==> config.mk <==
export PLATFORM = sky130hd
export DESIGN_NAME = mac_pipe_sat_flat
export DESIGN_NICKNAME = d
export VERILOG_FILES = /design/src/rtl/mac_pipe_sat_if.sv /design/src/rtl/mac_pipe_sat.sv /design/src/flat_wrapper.sv
export SDC_FILE = /design/constraint.sdc
export NUM_CORES = 1
export LEC_CHECK = 0
export CORE_AREA = 2 2 185 132
export DETAILED_ROUTE_END_ITERATION = 12
export DIE_AREA = 0 0 187 134
export SKIP_LAST_GASP = 1
export SLEW_MARGIN = 10
export SYNTH_ARGS = -nofsm -noshare
export SYNTH_HDL_FRONTEND = slang
export SYNTH_SLANG_ARGS = --single-unit
==> constraint.sdc <==
create_clock -name clk -period 5.7 [get_ports clk]
set_input_delay 1.14 -clock clk [delete_from_list [all_inputs] [get_ports clk]]
set_output_delay 1.14 -clock clk [all_outputs]
set_load 0.02 [all_outputs]
==> src/rtl/mac_pipe_sat_if.sv <==
// rtl/mac_pipe_sat_if.sv - sample/result bundle between a MAC source/consumer and mac_pipe_sat
interface mac_pipe_sat_if #(
   parameter int A_W   = 10,
   parameter int B_W   = 10,
   parameter int ACC_W = 20
);
   logic signed [A_W-1:0]   a;
   logic signed [B_W-1:0]   b;
   logic                    valid_in;
   logic                    clear_in;
   logic signed [ACC_W-1:0] f;
   logic                    valid_out;
   logic                    overflow;

   // Sample source / result consumer side
   modport master (
      output a, b, valid_in, clear_in,
      input  f, valid_out, overflow
   );

   // MAC side
   modport slave (
      input  a, b, valid_in, clear_in,
      output f, valid_out, overflow
   );
endinterface

==> src/rtl/mac_pipe_sat.sv <==
// rtl/mac_pipe_sat.sv - pipelined signed MAC with saturating accumulator and sticky overflow
module mac_pipe_sat #(
   parameter int A_W         = 10,
   parameter int B_W         = 10,
   parameter int ACC_W       = 20,
   parameter int MULT_STAGES = 5
) (
   input logic          clk,
   input logic          reset,
   mac_pipe_sat_if.slave bus
);
   localparam int P_W = A_W + B_W;
   // Tag depth: one slot alongside the operand registers plus one per
   // multiplier stage plus the product register, so the tag leaving the last
   // slot sits in the same cycle as the product it describes.
   localparam int T_W = MULT_STAGES + 2;

   localparam logic signed [ACC_W-1:0] ACC_MAX = {1'b0, {(ACC_W-1){1'b1}}};
   localparam logic signed [ACC_W-1:0] ACC_MIN = {1'b1, {(ACC_W-1){1'b0}}};

   logic signed [A_W-1:0]   a_q, a_d;
   logic signed [B_W-1:0]   b_q, b_d;
   logic [T_W-1:0]          vld_q, vld_d;
   logic [T_W-1:0]          clr_q, clr_d;
   logic signed [P_W-1:0]   mult_q [MULT_STAGES];
   logic signed [P_W-1:0]   mult_d [MULT_STAGES];
   logic signed [P_W-1:0]   prod_q, prod_d;
   logic signed [ACC_W-1:0] f_q, f_d;
   logic                    valid_out_q, valid_out_d;
   logic                    overflow_q, overflow_d;

   logic signed [ACC_W:0]   prod_ext;
   logic signed [ACC_W:0]   base;
   logic signed [ACC_W:0]   sum;
   logic                    sat;
   logic                    acc_vld;
   logic                    acc_clr;

   // Operand capture (held across idle cycles) and tag shift-in every cycle
   always_comb begin
      a_d = a_q;
      b_d = b_q;
      if (bus.valid_in) begin
         a_d = bus.a;
         b_d = bus.b;
      end
      vld_d = {vld_q[T_W-2:0], bus.valid_in};
      clr_d = {clr_q[T_W-2:0], bus.valid_in & bus.clear_in};
   end

   // Multiplier: product formed in the first stage, then carried through the rest
   always_comb begin
      mult_d[0] = P_W'(a_q) * P_W'(b_q);
      for (int i = 1; i < MULT_STAGES; i++) begin
         mult_d[i] = mult_q[i-1];
      end
      prod_d = mult_q[MULT_STAGES-1];
   end

   // Accumulate one guard bit wide so the clamp decision is a simple sign check
   always_comb begin
      acc_vld     = vld_q[T_W-1];
      acc_clr     = clr_q[T_W-1];
      prod_ext    = {{(ACC_W+1-P_W){prod_q[P_W-1]}}, prod_q};
      base        = acc_clr ? '0 : {f_q[ACC_W-1], f_q};
      sum         = base + prod_ext;
      // Top two bits disagree exactly when the sum left the ACC_W range.
      sat         = sum[ACC_W] ^ sum[ACC_W-1];
      f_d         = f_q;
      overflow_d  = overflow_q;
      valid_out_d = acc_vld;
      if (acc_vld) begin
         if (sat) begin
            f_d = sum[ACC_W] ? ACC_MIN : ACC_MAX;
         end else begin
            f_d = sum[ACC_W-1:0];
         end
         // A clear sample restarts the sticky flag from its own result.
         overflow_d = acc_clr ? sat : (overflow_q | sat);
      end
   end

   // State registers with synchronous reset flushing every in-flight sample
   always_ff @(posedge clk) begin
      if (reset) begin
         a_q         <= '0;
         b_q         <= '0;
         vld_q       <= '0;
         clr_q       <= '0;
         for (int i = 0; i < MULT_STAGES; i++) begin
            mult_q[i] <= '0;
         end
         prod_q      <= '0;
         f_q         <= '0;
         valid_out_q <= 1'b0;
         overflow_q  <= 1'b0;
      end else begin
         a_q         <= a_d;
         b_q         <= b_d;
         vld_q       <= vld_d;
         clr_q       <= clr_d;
         for (int i = 0; i < MULT_STAGES; i++) begin
            mult_q[i] <= mult_d[i];
         end
         prod_q      <= prod_d;
         f_q         <= f_d;
         valid_out_q <= valid_out_d;
         overflow_q  <= overflow_d;
      end
   end

   assign bus.f         = f_q;
   assign bus.valid_out = valid_out_q;
   assign bus.overflow  = overflow_q;
endmodule

==> src/flat_wrapper.sv <==
// flat-port wrapper written by rule: the top's interface ports become plain ports
module mac_pipe_sat_flat 
#(
   parameter int A_W         = 10,
   parameter int B_W         = 10,
   parameter int ACC_W       = 20,
   parameter int MULT_STAGES = 5
)
  (clk, reset, bus_a, bus_b, bus_valid_in, bus_clear_in, bus_f, bus_valid_out, bus_overflow);
  mac_pipe_sat_if #(.A_W(A_W), .B_W(B_W), .ACC_W(ACC_W)) bus_i ();
  input logic clk;
  input logic reset;
  input wire logic [$bits(bus_i.a)-1:0] bus_a;
  input wire logic [$bits(bus_i.b)-1:0] bus_b;
  input wire logic [$bits(bus_i.valid_in)-1:0] bus_valid_in;
  input wire logic [$bits(bus_i.clear_in)-1:0] bus_clear_in;
  output wire logic [$bits(bus_i.f)-1:0] bus_f;
  output wire logic [$bits(bus_i.valid_out)-1:0] bus_valid_out;
  output wire logic [$bits(bus_i.overflow)-1:0] bus_overflow;
  assign bus_i.a = bus_a;
  assign bus_i.b = bus_b;
  assign bus_i.valid_in = bus_valid_in;
  assign bus_i.clear_in = bus_clear_in;
  assign bus_f = bus_i.f;
  assign bus_valid_out = bus_i.valid_out;
  assign bus_overflow = bus_i.overflow;
  mac_pipe_sat #(.A_W(A_W), .B_W(B_W), .ACC_W(ACC_W), .MULT_STAGES(MULT_STAGES)) u_core (.clk(clk), .reset(reset), .bus(bus_i));
endmodule
==> impl_metrics.toml, run 1 <==
[floorplan]
initial_utilization_pct = 44.3
core_um2 = 23300
row_count = 47
die_h_um = 134
chipWidth_um = 187
dieArea_um2 = 25100
ios = 46

[sta]
setup_viol = 0
setup_tns_ps = 0
tightestPinTransition_ps = 969
fin_crit_sh_pct = 93.6
slew_headroom_pct = 35.3
post-route-min-period_ps = 5340
slew_violations = 0
hold_viol = 0
clock.fmax_ghz = 0.187
finalClockSkew_ps = 8.55
rsz0062_at_grt = "no"
timing.hold.ws_ps = 430
worst_slack_ps = 364

[global_route]
grt_max_degree = 84
track_usage_pct = 16.6
antenna_found_initial = 0
grt_pass1_wl_um = 33800
overflow = 0
grt_pass1_vias = 7151

[worst_setup_path]
worstSetupPathType = "reg2reg"
rrSetupSlack_ps = 360
critical_path_required_ps = 6070
crit_fanout = 11
cp-start-kind = "flop"
arrival_ps = 5710
setup.worst_path.end_class = "flop"

[synth]
synth_edf_count = 0
avgSynthCellArea_um2 = 9.60
netlist_top_cells_count = "dfxtp_1, inv_1, nor2b_1"
yosys_warnings = 0
synth_most_common_cell = "dfxtp_1"
ys_top_cells_by_area = "dfxtp_1, fa_1, nor2b_1"
netlist_area_um2 = 10400
synth-async-reset-ratio_pct = 0
yosysTopAreaCellShare_pct = 34.0
synth_top_area_cell = "dfxtp_1"
synthCells = 1078
synth_flop_cell = "dfxtp_1"
ys_seq_area_share_pct = 34.0
synthDistinctLibCells = 57
syn_nets = 1263
synth-seq-cells = 176

[detailed_routing]
wirelength_um = 18700
vias_per_cell = 4.90
drt_pre_antenna_iters = 5
drtAntennaViolNets = 0
route.vias.total = 6999
drcViolationCount = 0
detail_route.wl_per_cell_um = 13.1
drt_iter0_drc = 345

[power_and_ir_drop]
power_density_nw_per_um2 = 247
p_leak_uw = 0.00530
ir_drop_v = 0.000210

[cts]
htreeDepth = 4
clockBufferDepth = 2
cts_resized = 0
postCtsHoldBufs = 0
clock_sinks = 176
cts-root-buf = "clkbuf_16"
cts_setup_buffers = 0
cts_made_buffers = 17
clk_latency_ps = 430
cts_tree = "yes"
clkTransAtPathRegs_ps = 70

[cells_and_area]
area_delta_synth_final_pct = 12.8
final_core_util_pct = 50.0
finalNetCount = 1284
drive_above_1_share_pct = 6.21
diodes = 0

[flow_run]
max-cap-violations = 0

[placement]
dpl.hpwl_um = 13400
gp_congestion = 0.842
io_buffers = 45
dp_slack_ps = 290

[status]
status = "finished clean"

[worst_hold_path]
hold_class = "reg2reg"
[registers in the layout, indices dropped and copies added, names as in the netlist]
signal	count
u_core.bus.f	20
u_core.prod_q	20
u_core.a_q	10
u_core.b_q	10
u_core.vld_q	7
u_core.mult_q	100
u_core.bus.overflow	1
u_core.clr_q	7
u_core.bus.valid_out	1
[cell usage in the layout, fill, tap and decap left out, types with 2 or more instances in the layout]
| master | netlist | final |
|---|---|---|
| nor2b_1 | 139 | 139 |
| and2_1 | 32 | 32 |
| nand3_1 | 5 | 5 |
| dfxtp_1 | 176 | 176 |
| o21ai_0 | 32 | 30 |
| nor3_1 | 8 | 8 |
| or3_1 | 3 | 3 |
| nor2_1 | 55 | 55 |
| inv_6 | 0 | 2 |
| clkbuf_1 | 49 | 2 |
| o21a_1 | 9 | 9 |
| buf_4 | 1 | 14 |
| a21o_1 | 10 | 10 |
| a21oi_1 | 42 | 42 |
| ha_1 | 69 | 69 |
| and3_1 | 5 | 5 |
| xnor2_1 | 20 | 20 |
| bufinv_16 | 0 | 3 |
| o21ai_1 | 1 | 3 |
| clkinvlp_4 | 0 | 3 |
| xor2_1 | 17 | 17 |
| o41ai_1 | 3 | 3 |
| nand4_1 | 3 | 3 |
| clkdlybuf4s50_1 | 0 | 44 |
| mux2i_1 | 21 | 21 |
| o211ai_1 | 4 | 4 |
| o21bai_1 | 2 | 2 |
| inv_1 | 142 | 142 |
| nor4b_1 | 3 | 3 |
| nor3b_1 | 2 | 2 |
| nand2b_1 | 8 | 8 |
| o311ai_0 | 2 | 2 |
| o221a_2 | 18 | 18 |
| nand2_1 | 73 | 73 |
| clkbuf_16 | 0 | 17 |
| fa_1 | 92 | 92 |
| a211oi_1 | 3 | 3 |
[worst max-delay path: stages (launching register included)]
cell,delay [ps]
dfxtp_1,560
nand2_1,130
fa_1,510
inv_1,50
fa_1,490
inv_1,60
fa_1,520
inv_1,50
fa_1,470
inv_1,50
fa_1,480
inv_1,40
ha_1,290
o21a_1,160
o21ai_0,110
o21ai_1,260
a41o_1,280
nand2_1,80
or4b_2,600
nand3_1,100
[final timing paths]
check / start / end / cells after the start
max: u_core.b_q[2] / u_core.mult_q[0][16] / 19
min: u_core.clr_q[5] / u_core.clr_q[6] / 1
max reg2reg: u_core.b_q[2] / u_core.mult_q[0][16] / 19
min reg2reg: u_core.clr_q[5] / u_core.clr_q[6] / 1
[final cells by class]
cell class | count | area, um^2
fillers | 2229 | 11700
clock buffers | 20 | 447
flip-flops and latches | 176 | 3520
repair buffers | 58 | 546
inverters | 142 | 533
well taps | 318 | 398
clock inverters | 11 | 155
multi-input cells | 704 | 6080
[stage by stage]
step	instances	instance area (um^2)	power (uW)
after global routing	1429	11700	3050
after detailed placement	1398	11100	1710
final	1429	11700	2890
after CTS	1429	11700	2930
after floorplan	1078	10400	1620
after global placement	1398	11100	1700
[metal layers]
metal	routed length [um]	vias to the layer above	global-route usage [%]
met5	0	-	0
li1	-	3470	-
met3	722	19	3.43
met1	9630	3419	23.1
met4	244	0	4.72
met2	8070	91	26.2
[cells by family (layout without fill, tap and decap cells)]
| kind of cell | after synthesis | in the layout | share of synthesized area [%] |
|---|---|---|---|
| compound gates | 142 | 142 | 9.71 |
| xor+xnor | 37 | 37 | 3.13 |
| buf+inv | 198 | 231 | 7.25 |
| flops | 176 | 176 | 34.0 |
| mux | 21 | 21 | 2.03 |
| simple gates | 342 | 342 | 17.6 |
| fa+ha+maj | 162 | 162 | 26.2 |
[report_power, final]
part	switching (uW)	leakage (uW)	internal, uW
Clock	502	0.000285	705
Sequential	30.8	0.00143	1280
Combinational	198	0.00359	165
Total	731	0.00530	2150
(Power assumes the default switching activity.)
==> run 2, diff against run 1 <==
--- a/config.mk
+++ b/config.mk
@@ -8,6 +8,8 @@
 export CORE_AREA = 2 2 185 132
 export DETAILED_ROUTE_END_ITERATION = 12
 export DIE_AREA = 0 0 187 134
+export HOLD_SLACK_MARGIN = 0.1
+export REMOVE_ABC_BUFFERS = 1
 export SKIP_LAST_GASP = 1
 export SLEW_MARGIN = 10
 export SYNTH_ARGS = -nofsm -noshare
==> run 2 against run 1 <==
Fmax about the same; via count fell by 5.2%; worst hold slack got worse by 12 ps; critical path type unchanged; die area did not move.
==> impl_metrics.toml, run 2 (synthesis gave the netlist of run 1 again) <==
[cts]
cts-root-buf = "clkbuf_16"
htreeDepth = 4
clock_sinks = 176
postCtsHoldBufs = 0
cts_tree = "yes"
clockBufferDepth = 2
clkTransAtPathRegs_ps = 80
clk_latency_ps = 430
cts_made_buffers = 17

[cells_and_area]
stdcell_area_um2 = 11700
largest_reg_flops = 100
layout_commonest_cell = "dfxtp_1"
finalNetCount = 1283
diodes = 0
top_register = "u_core.mult_q"
final_core_util_pct = 49.9
drive_above_1_share_pct = 6.39
area_delta_synth_final_pct = 12.6
stdcell_count = 1429
final_cell_mix = "dfxtp_1, inv_1, nor2b_1"
num-fill-cells = 2187

[sta]
hold_viol = 0
slew_violations = 0
slew_headroom_pct = 39.9
finalClockSkew_ps = 18.5
worst_slack_ps = 365
post-route-min-period_ps = 5340
rsz0062_at_grt = "no"
clock.fmax_ghz = 0.187
tightestPinTransition_ps = 900
setup_viol = 0
setup_tns_ps = 0
fin_crit_sh_pct = 93.6

[worst_setup_path]
r2r-start = "u_core.b_q[4]"
crit_top_cell = "fa_1"
critical_path_required_ps = 6010
cp_num_buf_inv = 4
worstSetupPathType = "reg2reg"
r2r-end = "u_core.mult_q[0][17]"
startpoint = "u_core.b_q[4]"
reg2reg_depth = 18
crit_path_end = "u_core.mult_q[0][17]"
critPathMaxStageDelay_ps = 560
arrival_ps = 5650
setup.worst_path.end_class = "flop"
cp-start-kind = "flop"
rrSetupSlack_ps = 360
path_depth = 18
crit_fanout = 11
critPathSlowestCell = "fa_1"
crit_chain = "and2_1 > fa_1 > inv_1 > fa_1 > inv_1 > fa_1 > fa_1 > inv_1 > fa_1 > inv_1 > ha_1 > a21oi_1 > o21a_1 > o21ai_0 > o41ai_1 > o21ai_0 > xnor2_1 > nor2_1"
critPathTopFamily = "adder cells"

[placement]
dp_slack_ps = 372
dpl.hpwl_um = 12800
io_buffers = 45
place_area_um2 = 11100
gp_congestion = 0.854
dp.cells = 1397

[flow_run]
max-cap-violations = 0

[detailed_routing]
drt_pre_antenna_iters = 6
top_layer = "met4"
route.vias.total = 6632
wl_met3_um = 702
vias_per_cell = 4.64
drtAntennaViolNets = 0
met1_length_um = 9470
drt_iter0_drc = 339
detail_route.wl_per_cell_um = 12.3
wl_met2_um = 7190
wirelength_um = 17600
drcViolationCount = 0

[floorplan]
ios = 46
row_count = 47
dieArea_um2 = 25100
core_um2 = 23300
die_h_um = 134
initial_utilization_pct = 44.3
chipWidth_um = 187

[worst_hold_path]
hold_class = "reg2reg"
min_path_cells = 1

[global_route]
grt_max_degree = 67
grt_pass1_vias = 6435
grt_pass1_wl_um = 30900
overflow = 0
antenna_found_initial = 0
track_usage_pct = 15.1

[power_and_ir_drop]
p_leak_uw = 0.00530
power_density_nw_per_um2 = 243
ir_drop_v = 0.000208

[status]
status = "finished clean"
-- run 2: cell type report --
class	count	area, um^2	area share (%)
clock buffer	18	439	3.77
clock inverter	14	146	1.26
inverter	142	533	4.57
multi-input combinational	704	6080	52.1
sequential	176	3520	30.2
tap	318	398	3.41
timing repair buffer	57	538	4.62
-- run 2: per-layer routing --
metal  global-route usage, %  up-vias
met5                       0        -
met4                    4.06        0
met3                    3.58       17
met2                    22.9      107
met1                    21.8     3036
li1                        -     3472
-- run 2: how the worst min path moves through the flow --
| stage | slack [ps] | to | start |
|---|---|---|---|
| final | 420 | u_core.mult_q[4][14] | u_core.mult_q[3][14] |
| after global placement | 420 | u_core.mult_q[2][11] | u_core.mult_q[1][11] |
| after detailed placement | 420 | u_core.mult_q[2][1] | u_core.mult_q[1][1] |
| after floorplan | 410 | u_core.clr_q[1] | u_core.clr_q[0] |
| after global routing | 440 | u_core.prod_q[7] | u_core.mult_q[4][7] |
| after CTS | 420 | u_core.mult_q[4][14] | u_core.mult_q[3][14] |
-- run 2: repair_timing --
action                     CTS  global route
setup buffers                0             0
setup endpoints to repair    0             1
gates resized for setup      0             1
hold endpoints to repair     0             0
-- run 2: power by group --
group / internal (uW) / switching (uW)
sequential: 1280 / 27.0
clock: 595 / 554
combinational: 167 / 201
total: 2050 / 782
-- run 2: per-stage QoR --
step | power (uW) | hold slack, ps
finish | 2830 | 418
CTS | 2870 | 423
global placement | 1700 | 416
floorplan | 1600 | 414
detailed placement | 1710 | 420
global route | 2990 | 442
